===== src/rtl/seg7_scan_n_if.sv =====
// Display bundle for seg7_scan_n: the register-file side (digits, DPs, load,
// blanking controls) and the board side (static buses and the scan bus).
// The slave modport is the driver block; the master modport is its user.
interface seg7_scan_n_if #(
  parameter int DIGITS = 4
);

  logic [4*DIGITS-1:0] i_dig;
  logic [DIGITS-1:0]   i_dp;
  logic                i_load;
  logic                i_blankLz;
  logic [DIGITS-1:0]   i_blink;

  logic [7*DIGITS-1:0] o_seg;
  logic [DIGITS-1:0]   o_dp;
  logic [6:0]          o_scanSeg;
  logic                o_scanDp;
  logic [DIGITS-1:0]   o_scanSel;
  logic                o_frame;

  modport master (
    output i_dig, i_dp, i_load, i_blankLz, i_blink,
    input  o_seg, o_dp, o_scanSeg, o_scanDp, o_scanSel, o_frame
  );

  modport slave (
    input  i_dig, i_dp, i_load, i_blankLz, i_blink,
    output o_seg, o_dp, o_scanSeg, o_scanDp, o_scanSel, o_frame
  );

endinterface


===== src/rtl/seg7_scan_n.sv =====
// N-digit hex 7-segment driver. A display word is captured on a load strobe
// and shown two ways: registered per-digit static buses that follow the held
// word with one cycle of latency, and a time-multiplexed scan bus that works
// from a per-frame copy so a frame never mixes two words. Both views apply
// the same leading-zero blanking and per-digit blink rules. All outputs are
// active-low, segments ordered g..a.
module seg7_scan_n #(
  parameter int DIGITS    = 4,
  parameter int SCAN_DIV  = 50000,
  parameter int DEAD      = 500,
  parameter int BLINK_DIV = 25000000
) (
  input  logic         i_clk,
  input  logic         i_rst_n,
  seg7_scan_n_if.slave io_disp
);

  // Counter widths; each counter is at least one bit wide so DIGITS=1 and
  // BLINK_DIV=1 still elaborate.
  localparam int SW = (SCAN_DIV  > 1) ? $clog2(SCAN_DIV)  : 1;
  localparam int IW = (DIGITS    > 1) ? $clog2(DIGITS)    : 1;
  localparam int BW = (BLINK_DIV > 1) ? $clog2(BLINK_DIV) : 1;

  localparam logic [SW-1:0] SLOT_LAST  = SW'(SCAN_DIV - 1);
  localparam logic [SW-1:0] SLOT_DEAD  = SW'(DEAD);
  localparam logic [SW-1:0] SLOT_ONE   = SW'(1);
  localparam logic [IW-1:0] IDX_LAST   = IW'(DIGITS - 1);
  localparam logic [IW-1:0] IDX_ONE    = IW'(1);
  localparam logic [BW-1:0] BLINK_LAST = BW'(BLINK_DIV - 1);
  localparam logic [BW-1:0] BLINK_ONE  = BW'(1);

  localparam logic [6:0] SEG_BLANK = 7'h7F;

  // Held word (follows iLOAD) and the frame copy the scan bus reads from.
  logic [4*DIGITS-1:0] r_heldDig;
  logic [DIGITS-1:0]   r_heldDp;
  logic [4*DIGITS-1:0] r_frameDig;
  logic [DIGITS-1:0]   r_frameDp;

  // Scan position and blink timebase.
  logic [SW-1:0] r_slot;
  logic [IW-1:0] r_idx;
  logic [BW-1:0] r_blinkCnt;
  logic          r_blinkPhase;

  logic                w_slotLast;
  logic                w_idxLast;
  logic                w_frameStart;
  logic [DIGITS-1:0]   w_blinkOff;
  logic [4*DIGITS-1:0] w_srcDig;
  logic [DIGITS-1:0]   w_srcDp;

  logic [DIGITS-1:0]   w_staticBlank;
  logic [7*DIGITS-1:0] w_staticSeg;
  logic [DIGITS-1:0]   w_staticDp;

  logic [DIGITS-1:0]   w_scanBlank;
  logic [7*DIGITS-1:0] w_scanImgSeg;
  logic [DIGITS-1:0]   w_scanImgDp;
  logic [6:0]          w_scanSeg;
  logic                w_scanDp;
  logic [DIGITS-1:0]   w_scanSel;

  // Hex nibble to active-low g..a segment pattern.
  function automatic logic [6:0] hexToSeg(input logic [3:0] nib);
    logic [6:0] seg;
    case (nib)
      4'h0:    seg = 7'h40;
      4'h1:    seg = 7'h79;
      4'h2:    seg = 7'h24;
      4'h3:    seg = 7'h30;
      4'h4:    seg = 7'h19;
      4'h5:    seg = 7'h12;
      4'h6:    seg = 7'h02;
      4'h7:    seg = 7'h78;
      4'h8:    seg = 7'h00;
      4'h9:    seg = 7'h10;
      4'hA:    seg = 7'h08;
      4'hB:    seg = 7'h03;
      4'hC:    seg = 7'h46;
      4'hD:    seg = 7'h21;
      4'hE:    seg = 7'h06;
      4'hF:    seg = 7'h0E;
      default: seg = SEG_BLANK;
    endcase
    return seg;
  endfunction

  // Leading-zero mask: walk down from the top digit while the nibble is zero
  // and its DP is off. Digit 0 is never part of the walk, so "0" stays visible.
  function automatic logic [DIGITS-1:0] lzMask(
    input logic [4*DIGITS-1:0] dig,
    input logic [DIGITS-1:0]   dp,
    input logic                en
  );
    logic [DIGITS-1:0] mask;
    logic              leading;
    mask    = '0;
    leading = en;
    for (int k = DIGITS - 1; k >= 1; k--) begin
      if (leading && (dig[4*k +: 4] == 4'h0) && !dp[k]) begin
        mask[k] = 1'b1;
      end else begin
        leading = 1'b0;
      end
    end
    return mask;
  endfunction

  // Segment image for every digit, with blanked digits forced dark.
  function automatic logic [7*DIGITS-1:0] imageSeg(
    input logic [4*DIGITS-1:0] dig,
    input logic [DIGITS-1:0]   blank
  );
    logic [7*DIGITS-1:0] img;
    img = '1;
    for (int k = 0; k < DIGITS; k++) begin
      img[7*k +: 7] = blank[k] ? SEG_BLANK : hexToSeg(dig[4*k +: 4]);
    end
    return img;
  endfunction

  assign w_slotLast   = (r_slot == SLOT_LAST);
  assign w_idxLast    = (r_idx == IDX_LAST);
  assign w_frameStart = (r_slot == '0) && (r_idx == '0);
  assign w_blinkOff   = r_blinkPhase ? io_disp.i_blink : '0;

  // At a frame start the scan reads the held word directly, so the first slot
  // shows the same word the frame copy is being loaded with.
  assign w_srcDig = w_frameStart ? r_heldDig : r_frameDig;
  assign w_srcDp  = w_frameStart ? r_heldDp  : r_frameDp;

  // Static image from the held word: LZ blanking, blink, decode, DP polarity.
  always_comb begin
    w_staticBlank = lzMask(r_heldDig, r_heldDp, io_disp.i_blankLz) | w_blinkOff;
    w_staticSeg   = imageSeg(r_heldDig, w_staticBlank);
    w_staticDp    = w_staticBlank | ~r_heldDp;
  end

  // Scan image from the frame source, then pick out the digit being scanned.
  always_comb begin
    w_scanBlank  = lzMask(w_srcDig, w_srcDp, io_disp.i_blankLz) | w_blinkOff;
    w_scanImgSeg = imageSeg(w_srcDig, w_scanBlank);
    w_scanImgDp  = w_scanBlank | ~w_srcDp;
    w_scanSeg    = SEG_BLANK;
    w_scanDp     = 1'b1;
    w_scanSel    = '1;
    for (int k = 0; k < DIGITS; k++) begin
      if (r_idx == IW'(k)) begin
        w_scanSeg    = w_scanImgSeg[7*k +: 7];
        w_scanDp     = w_scanImgDp[k];
        w_scanSel[k] = 1'b0;
      end
    end
  end

  // Held word: recaptured on every cycle iLOAD is high.
  always_ff @(posedge i_clk) begin
    if (!i_rst_n) begin
      r_heldDig <= '0;
      r_heldDp  <= '0;
    end else if (io_disp.i_load) begin
      r_heldDig <= io_disp.i_dig;
      r_heldDp  <= io_disp.i_dp;
    end
  end

  // Blink timebase: phase flips each time the counter wraps.
  always_ff @(posedge i_clk) begin
    if (!i_rst_n) begin
      r_blinkCnt   <= '0;
      r_blinkPhase <= 1'b0;
    end else if (r_blinkCnt == BLINK_LAST) begin
      r_blinkCnt   <= '0;
      r_blinkPhase <= ~r_blinkPhase;
    end else begin
      r_blinkCnt <= r_blinkCnt + BLINK_ONE;
    end
  end

  // Scan position: slot counter, digit index advancing on each slot wrap.
  always_ff @(posedge i_clk) begin
    if (!i_rst_n) begin
      r_slot <= '0;
      r_idx  <= '0;
    end else if (w_slotLast) begin
      r_slot <= '0;
      r_idx  <= w_idxLast ? '0 : (r_idx + IDX_ONE);
    end else begin
      r_slot <= r_slot + SLOT_ONE;
    end
  end

  // Frame copy and registered scan bus; selects stay off during the dead time.
  always_ff @(posedge i_clk) begin
    if (!i_rst_n) begin
      r_frameDig        <= '0;
      r_frameDp         <= '0;
      io_disp.o_scanSeg <= '1;
      io_disp.o_scanDp  <= 1'b1;
      io_disp.o_scanSel <= '1;
      io_disp.o_frame   <= 1'b0;
    end else begin
      if (w_frameStart) begin
        r_frameDig <= r_heldDig;
        r_frameDp  <= r_heldDp;
      end
      io_disp.o_frame   <= w_frameStart;
      io_disp.o_scanSeg <= w_scanSeg;
      io_disp.o_scanDp  <= w_scanDp;
      io_disp.o_scanSel <= (r_slot >= SLOT_DEAD) ? w_scanSel : '1;
    end
  end

  // Static view: registered decode of the held word.
  always_ff @(posedge i_clk) begin
    if (!i_rst_n) begin
      io_disp.o_seg <= '1;
      io_disp.o_dp  <= '1;
    end else begin
      io_disp.o_seg <= w_staticSeg;
      io_disp.o_dp  <= w_staticDp;
    end
  end

endmodule


===== src/flat_wrapper.sv =====
// flat-port wrapper written by rule: the top's interface ports become plain ports
module seg7_scan_n_flat 
#(
  parameter int DIGITS    = 4,
  parameter int SCAN_DIV  = 50000,
  parameter int DEAD      = 500,
  parameter int BLINK_DIV = 25000000
)
  (i_clk, i_rst_n, io_disp_i_dig, io_disp_i_dp, io_disp_i_load, io_disp_i_blankLz, io_disp_i_blink, io_disp_o_seg, io_disp_o_dp, io_disp_o_scanSeg, io_disp_o_scanDp, io_disp_o_scanSel, io_disp_o_frame);
  seg7_scan_n_if #(.DIGITS(DIGITS)) io_disp_i ();
  input  logic i_clk;
  input  logic i_rst_n;
  input wire logic [$bits(io_disp_i.i_dig)-1:0] io_disp_i_dig;
  input wire logic [$bits(io_disp_i.i_dp)-1:0] io_disp_i_dp;
  input wire logic [$bits(io_disp_i.i_load)-1:0] io_disp_i_load;
  input wire logic [$bits(io_disp_i.i_blankLz)-1:0] io_disp_i_blankLz;
  input wire logic [$bits(io_disp_i.i_blink)-1:0] io_disp_i_blink;
  output wire logic [$bits(io_disp_i.o_seg)-1:0] io_disp_o_seg;
  output wire logic [$bits(io_disp_i.o_dp)-1:0] io_disp_o_dp;
  output wire logic [$bits(io_disp_i.o_scanSeg)-1:0] io_disp_o_scanSeg;
  output wire logic [$bits(io_disp_i.o_scanDp)-1:0] io_disp_o_scanDp;
  output wire logic [$bits(io_disp_i.o_scanSel)-1:0] io_disp_o_scanSel;
  output wire logic [$bits(io_disp_i.o_frame)-1:0] io_disp_o_frame;
  assign io_disp_i.i_dig = io_disp_i_dig;
  assign io_disp_i.i_dp = io_disp_i_dp;
  assign io_disp_i.i_load = io_disp_i_load;
  assign io_disp_i.i_blankLz = io_disp_i_blankLz;
  assign io_disp_i.i_blink = io_disp_i_blink;
  assign io_disp_o_seg = io_disp_i.o_seg;
  assign io_disp_o_dp = io_disp_i.o_dp;
  assign io_disp_o_scanSeg = io_disp_i.o_scanSeg;
  assign io_disp_o_scanDp = io_disp_i.o_scanDp;
  assign io_disp_o_scanSel = io_disp_i.o_scanSel;
  assign io_disp_o_frame = io_disp_i.o_frame;
  seg7_scan_n #(.DIGITS(DIGITS), .SCAN_DIV(SCAN_DIV), .DEAD(DEAD), .BLINK_DIV(BLINK_DIV)) u_core (.i_clk(i_clk), .i_rst_n(i_rst_n), .io_disp(io_disp_i));
endmodule

===== config.mk =====
export PLATFORM = sky130hd
export DESIGN_NAME = seg7_scan_n_flat
export DESIGN_NICKNAME = d
export VERILOG_FILES = /design/src/rtl/seg7_scan_n_if.sv /design/src/rtl/seg7_scan_n.sv /design/src/flat_wrapper.sv
export SDC_FILE = /design/constraint.sdc
export NUM_CORES = 1
export LEC_CHECK = 0
export BUFFER_PORTS_ARGS = -buffer_cell sky130_fd_sc_hd__buf_2
export CELL_PAD_IN_SITES_DETAIL_PLACEMENT = 2
export CELL_PAD_IN_SITES_GLOBAL_PLACEMENT = 2
export CORE_MARGIN = 5
export CORE_UTILIZATION = 28
export CTS_CLUSTER_SIZE = 8
export DETAILED_ROUTE_END_ITERATION = 6
export PLACE_DENSITY = 0.63
export SYNTH_ARGS = -nofsm -noshare
export SYNTH_HDL_FRONTEND = slang
export SYNTH_SLANG_ARGS = --single-unit

===== constraint.sdc =====
create_clock -name i_clk -period 4 [get_ports i_clk]
set_clock_uncertainty 0.15 [all_clocks]
set_input_delay 0.4 -clock i_clk [delete_from_list [all_inputs] [get_ports i_clk]]
set_output_delay 0.4 -clock i_clk [all_outputs]
set_load 0.01 [all_outputs]

Yosys cells after proc, flatten, opt, wreduce, memory -nomap -nowiden --
Memory sizes are Yosys's and may differ from the RTL's. A register that Yosys moved wholly into a read port is not among the register bits. Cells that the tools add are included.
Word-level totals: bits in registers 101, bits in latches 0, bits in writable memories 0, memory bits (read-only) 896, bits of input ports 28, output and inout port bits 45, word-level logic and storage cells 102, memories 8
Memory list:
- (name not given) | depth 16, width 7, read ports 1, clocked after memory_dff 0, write ports 0, line seg7_scan_n.sv:67 | case (nib)
- (name not given) | depth 16, width 7, read ports 1, clocked after memory_dff 0, write ports 0, line seg7_scan_n.sv:67
- (name not given) | depth 16, width 7, read ports 1, clocked after memory_dff 0, write ports 0, line seg7_scan_n.sv:67
- (name not given) | depth 16, width 7, read ports 1, clocked after memory_dff 0, write ports 0, line seg7_scan_n.sv:67
- (name not given) | depth 16, width 7, read ports 1, clocked after memory_dff 1, write ports 0, line seg7_scan_n.sv:67
- (name not given) | depth 16, width 7, read ports 1, clocked after memory_dff 1, write ports 0, line seg7_scan_n.sv:67
- 2 more memories
Cells by class: $add $sub $neg 3, multipliers 0, div/mod/pow operators 0, order comparisons 1, equality and inequality tests 5, shift operators 0, mux-type cells 30, bitwise gates (word level) 8, reductions and logical operators 34
Operators by type and width (number):
- two-way mux 7 bit | 8
- adder 25 x 1 -> 25 bit, second input constant | 1
- equality test 25 bit, second input constant | 1
- logical NOT 4 bit | 6
- two-way mux 1 bit | 18
- adder 16 x 1 -> 16 bit, second input constant | 1
- equality test 16 bit, second input constant | 1
- greater-or-equal comparator 16 x 9 -> 1 bit, second input constant | 1
- logical NOT 16 bit | 1
- two-way mux 16 bit | 1
- bitwise OR 4 bit | 4
- logical AND 1 bit | 13
- OR reduction 2 bit | 6
- two-way mux 4 bit | 2
- NOT 4 bit | 2
- logical NOT 1 bit | 6
- equality test 2 bit, second input constant | 2
- adder 2 x 1 -> 2 bit, second input constant | 1
- equality test 2 x 1 -> 1 bit, second input constant | 1
- logical NOT 2 bit | 1
- two-way mux 2 bit | 1
- NOT 1 bit | 2
- AND reduction 2 bit | 1

Longest topological paths before layout --
depth after elaboration 19, depth in mapped cells 17

Worst setup path before layout --
OpenSTA, ideal clock, no wires.
path kind register to register, start register u_core.r_idx[0], end register u_core.io_disp.o_scanSeg[1], setup time 0.096 ns, arrival time 3.466 ns, required time 3.754 ns, slack 0.288 ns, stages on the path, launching flop included 18, clock period less this slack 3.712 ns, path through dfxtp_1 inv_1 ha_1 and4bb_1 and4_1 buf_4 nand2_2 buf_4 buf_2 nor2_1 a21oi_1 ha_1 inv_1 or4_1 mux2i_1 nor3_4 o311a_1 o41ai_2
On the way: longest elaborated chain between the ends 18
Ends and longest elaborated chain:
- from (decl) | line seg7_scan_n.sv:42 | logic [IW-1:0] r_idx;
- from (signal assigned) | line seg7_scan_n.sv:188 | r_idx <= w_idxLast ? '0 : (r_idx + IDX_ONE);
- logical NOT 2 bit | line seg7_scan_n.sv:125, seg7_scan_n.sv:149
- logical AND 1 bit | line seg7_scan_n.sv:125 | assign w_frameStart = (r_slot == '0) && (r_idx == '0);
- two-way mux 16 bit | line seg7_scan_n.sv:130 | assign w_srcDig = w_frameStart ? r_heldDig : r_frameDig;
- logical NOT 4 bit | line seg7_scan_n.sv:101 | if (leading && (dig[4*k +: 4] == 4'h0) && !dp[k]) begin
- logical AND 1 bit (2 in a row) | line seg7_scan_n.sv:101
- two-way mux 1 bit | line seg7_scan_n.sv:101
- logical AND 1 bit (2 in a row) | line seg7_scan_n.sv:101
- two-way mux 1 bit | line seg7_scan_n.sv:101
- logical AND 1 bit (2 in a row) | line seg7_scan_n.sv:101
- two-way mux 1 bit | line seg7_scan_n.sv:101
- bitwise OR 4 bit | line seg7_scan_n.sv:142 | w_scanBlank = lzMask(w_srcDig, w_srcDp, io_disp.i_blankLz) | w_blinkOff;
- two-way mux 7 bit | line seg7_scan_n.sv:118 | img[7*k +: 7] = blank[k] ? SEG_BLANK : hexToSeg(dig[4*k +: 4]);
- two-way mux 7 bit (2 in a row) | line seg7_scan_n.sv:149 | if (r_idx == IW'(k)) begin
- two-way mux 7 bit (*) | line seg7_scan_n.sv:149
- to (signal assigned) | line seg7_scan_n.sv:209 | io_disp.o_scanSeg <= w_scanSeg;
- to (decl) | line seg7_scan_n_if.sv:28 | output o_seg, o_dp, o_scanSeg, o_scanDp, o_scanSel, o_frame
Mark *: on every way between the ends. The rest lies on a longest branch, timed or not. A chain may end at the register's enable or synchronous reset.

Worst setup path after layout --
Same ends and word-level chain as after synthesis.

==> results.py <==
metrics = {
    "placement": {
        "dp_hpwl_um": 17500,
        "routabilityCongestion": 0.802,
        "place.port_buffers": 72,
        "place_ws_ps": 205,
        "cell_count_post_placement": 1196,
        "postPlaceCellArea_um2": 7810,
    },
    "synthesis": {
        "mappedNetlistArea_um2": 7050,
        "avgSynthCellArea_um2": 8.65,
        "synth_cell_type_count": 78,
        "dominantRegCellSynth": "dfxtp_1",
        "fraction_of_the_yosys_area_taken_by_sequential_cells_pct": 36.6,
        "post_synth_inst_count": 815,
        "synth.ff_latch_count": 129,
        "synth-warning-count": 0,
        "synth_nets": 896,
        "synth_enable_flop_cells": 0,
        "share_of_async_settable_or_async_resettable_flops_after_synthesis_pct": 0,
    },
    "sta": {
        "timing.final.hold_violations": 0,
        "grt_setup_unrepaired": "no",
        "final_report_setup_violation_count": 0,
        "drv_slew": 0,
        "worst_slew_pin_slew_ps": 996,
        "timing.final.crit_share_pct": 94.3,
        "final.setup.tns_ps": 0,
        "relSlewSlack_pct": 33.6,
        "setup_slack_ps": 227,
        "max_freq_ghz": 0.265,
        "final_period_minus_worst_setup_slack_ps": 3770,
    },
    "route": {
        "postRouteAntennaNets": 0,
        "drt-initial-drc-count": 276,
        "drt-total-wl_um": 23600,
        "detail_route.drc_violations": 0,
        "drt_via_density": 5.08,
        "route.detailed.wl_per_inst_um": 19.3,
        "detailroute.via_count": 6242,
        "detail_route.first_pass.iterations": 4,
    },
    "layout": {
        "area_growth_pct": 19.7,
        "layout_commonest_cell": "dfxtp_1",
        "finalNonFillerCells": 1228,
        "fillCellCount": 2863,
        "fin_nets": 966,
        "finish.instance_area_um2": 8440,
        "multi_input_area_um2": 4160,
        "final_layout_size_suffix_gt1_share_pct": 16.5,
        "antenna_cells_inserted": 0,
        "seq_area_um2": 2580,
        "most_frequent_cells_in_the_layout": "dfxtp_1 (129), nor2_1 (118), buf_2 (72)",
    },
    "job": {
        "cap_viol_max_count": 0,
    },
    "setup_path": {
        "ff2ff_setup_slack_ps": 230,
        "reg2reg_to": "u_core.io_disp.o_scanSeg[1]",
        "critical_path.endpoint": "u_core.io_disp.o_scanSeg[1]",
        "endpoint_kind": "flip-flop",
        "timing.critical_path.arrival_ps": 3960,
        "cp_data_required_time_ps": 4180,
        "cp-startpoint": "u_core.r_idx[0]",
        "startpoint_type": "flip-flop",
        "rr_worst_depth": 16,
        "setup.worst_path.class": "flip-flop to flip-flop",
        "max_fo_critical_path": 22,
        "crit-reg2reg-launch": "u_core.r_idx[0]",
    },
    "power_and_ir_drop": {
        "leakage_nw": 3.38,
        "switching_power_mw": 1.08,
        "ir_drop_mv": 0.158,
        "p_clk_share_pct": 45.5,
        "p_per_area_nw_per_um2": 434,
        "report.power.total_mw": 3.66,
        "seq_power_share_pct": 38.6,
        "share_comb_of_total_power_pct": 15.9,
        "netSwitchingFraction_pct": 29.4,
        "p_int_mw": 2.59,
    },
    "clocking": {
        "clk_pin_slew_ps": 70,
        "cts_buffer_depth": 2,
        "clock_net_sink_count": 129,
        "tritoncts": "built",
        "htreeDepth": 4,
        "cts-root-buf": "clkbuf_16",
        "clock_latency_ps": 430,
        "cts_made_buffers": 17,
    },
    "floorplanning": {
        "boundaryPins": 73,
        "std_cell_rows": 58,
        "core_um2": 25000,
        "die_height_um": 169,
        "die_area_um2": 28500,
        "floorplan.initialDensity_pct": 28.3,
        "die_w_um": 169,
    },
    "grt": {
        "global_route.overflow_total": 0,
        "grt_max_degree": 38,
        "grt_use_total_pct": 16.8,
        "antenna_violations_before_repair": 1,
        "grt_first_pass_wirelength_um": 37900,
        "grt_pass1_vias": 6703,
    },
    "outcome": {
        "outcome": "finished clean",
    },
    "worst_hold_path": {
        "worstHoldPathType": "input pin to flip-flop",
    },
}
-- synth_stat cells (4+ instances only) --
master | instances | share of area, %
nand2_1 | 58 | 3.1
buf_2 | 6 | 0.43
nor4b_1 | 4 | 0.50
xor2_1 | 25 | 3.1
nor2b_1 | 4 | 0.35
o31a_1 | 4 | 0.50
nand3b_1 | 6 | 0.64
o21ai_1 | 4 | 0.28
a21o_1 | 8 | 0.85
nor3_1 | 14 | 0.99
nor2_1 | 118 | 6.3
mux2i_1 | 33 | 4.7
o221ai_1 | 8 | 0.99
inv_1 | 41 | 2.2
o21ai_0 | 22 | 1.6
and3_1 | 11 | 0.98
o211ai_1 | 16 | 1.7
a31oi_1 | 4 | 0.35
clkbuf_1 | 28 | 1.5
nor4_1 | 4 | 0.35
xnor2_1 | 13 | 1.6
dfxtp_1 | 129 | 37
a21boi_0 | 5 | 0.53
nand4_1 | 16 | 1.4
a211oi_1 | 5 | 0.53
nand3_1 | 37 | 2.6
a21oi_1 | 30 | 2.1
and2_1 | 6 | 0.53
or3_1 | 4 | 0.35
ha_1 | 53 | 9.4
nand2b_1 | 10 | 0.89
nor3_2 | 4 | 0.57
o311ai_0 | 13 | 1.6
-- stage by stage --
| stage | hold WS, ps | utilization [%] |
|---|---|---|
| 2_1_floorplan | 220 | - |
| 3_3_place_gp | 246 | 31.3 |
| 3_5_place_dp | 248 | 31.3 |
| 4_1_cts | 38.6 | 33.8 |
| 5_1_grt | 57.3 | 33.8 |
| 6_report | 55.5 | 33.8 |
-- layout make-up --
type	count	share of cell area [%]
Clock buffer	18	5.20
Clock inverter	14	2.10
Inverter	42	1.87
Multi-Input combinational cell	605	49.3
Sequential cell	129	30.6
Tap cell	330	4.89
Timing Repair Buffer	90	6.02
-- worst max-delay path, cell delays in order, from the launching register on --
cell and delay [ps]:
dfxtp_1 400, inv_1 90, ha_1 240, and4bb_1 210
and4_1 240, nand2_4 160, buf_12 200, nor2_1 70
a21oi_1 140, buf_4 170, ha_1 230, inv_1 70
or4_1 500, mux2i_1 250, nor3_4 100, o311a_1 170
o41ai_2 280
-- routing by layer --
metal / global-route usage (%) / vias to the layer above / wire, um
met1: 20.2 / 3099 / 10400
met4: 6.00 / 2 / 618
li1: - / 3027 / -
met3: 3.11 / 35 / 753
met2: 29.8 / 79 / 11900
met5: 0 / - / 7
-- power by group through the flow --
stage | clock (mW) | combinational [mW] | sequential, mW
3_3_place_gp | 0 | 0.582 | 1.44
5_1_grt | 1.78 | 0.640 | 1.42
6_report | 1.67 | 0.581 | 1.41
2_1_floorplan | 0 | 0.352 | 1.44
3_5_place_dp | 0 | 0.584 | 1.44
4_1_cts | 1.72 | 0.589 | 1.42
-- sequential cells by signal, summed over array words and instances, names as in the netlist --
register	flops
u_core.io_disp.o_dp	4
u_core.io_disp.o_frame	1
u_core.io_disp.o_scanDp	1
u_core.io_disp.o_scanSeg	7
u_core.io_disp.o_scanSel	4
u_core.io_disp.o_seg	28
u_core.r_blinkCnt	25
u_core.r_blinkPhase	1
u_core.r_frameDig	16
u_core.r_frameDp	4
u_core.r_heldDig	16
u_core.r_heldDp	4
u_core.r_idx	2
u_core.r_slot	16
-- kinds of logic (layout without fill, tap and decap cells) --
kind of cell / Yosys count / in the layout / synth area share (%)
AO/OA/AOI/OAI: 165 / 165 / 17.4
XOR/XNOR: 38 / 38 / 4.72
adder cells (fa/ha/maj): 53 / 53 / 9.40
buffers and inverters: 81 / 164 / 4.63
flip-flops: 129 / 129 / 36.6
multiplexers: 37 / 37 / 5.52
AND/OR/NAND/NOR: 312 / 312 / 21.7
-- worst min-delay path by stage --
stage / start / endpoint / slack (ps) / cells after the start
after floorplan: u_core.r_heldDp[0] / u_core.io_disp.o_dp[0] / 220 / 1
after global placement: u_core.r_heldDp[0] / u_core.io_disp.o_dp[0] / 250 / 1
after detailed placement: u_core.r_heldDp[0] / u_core.io_disp.o_dp[0] / 250 / 1
after CTS: io_disp_i_dp[2] / u_core.r_heldDp[2] / 40 / 3
after global routing: io_disp_i_dig[14] / u_core.r_heldDig[14] / 60 / 3
final: io_disp_i_dp[2] / u_core.r_heldDp[2] / 60 / 3
-- repair_timing --
action,in CTS,in global routing
hold buffers,0,0
gates resized for setup,0,4
setup endpoints to repair,0,4
setup buffers,0,0
Power figures use the tool's default switching activity.
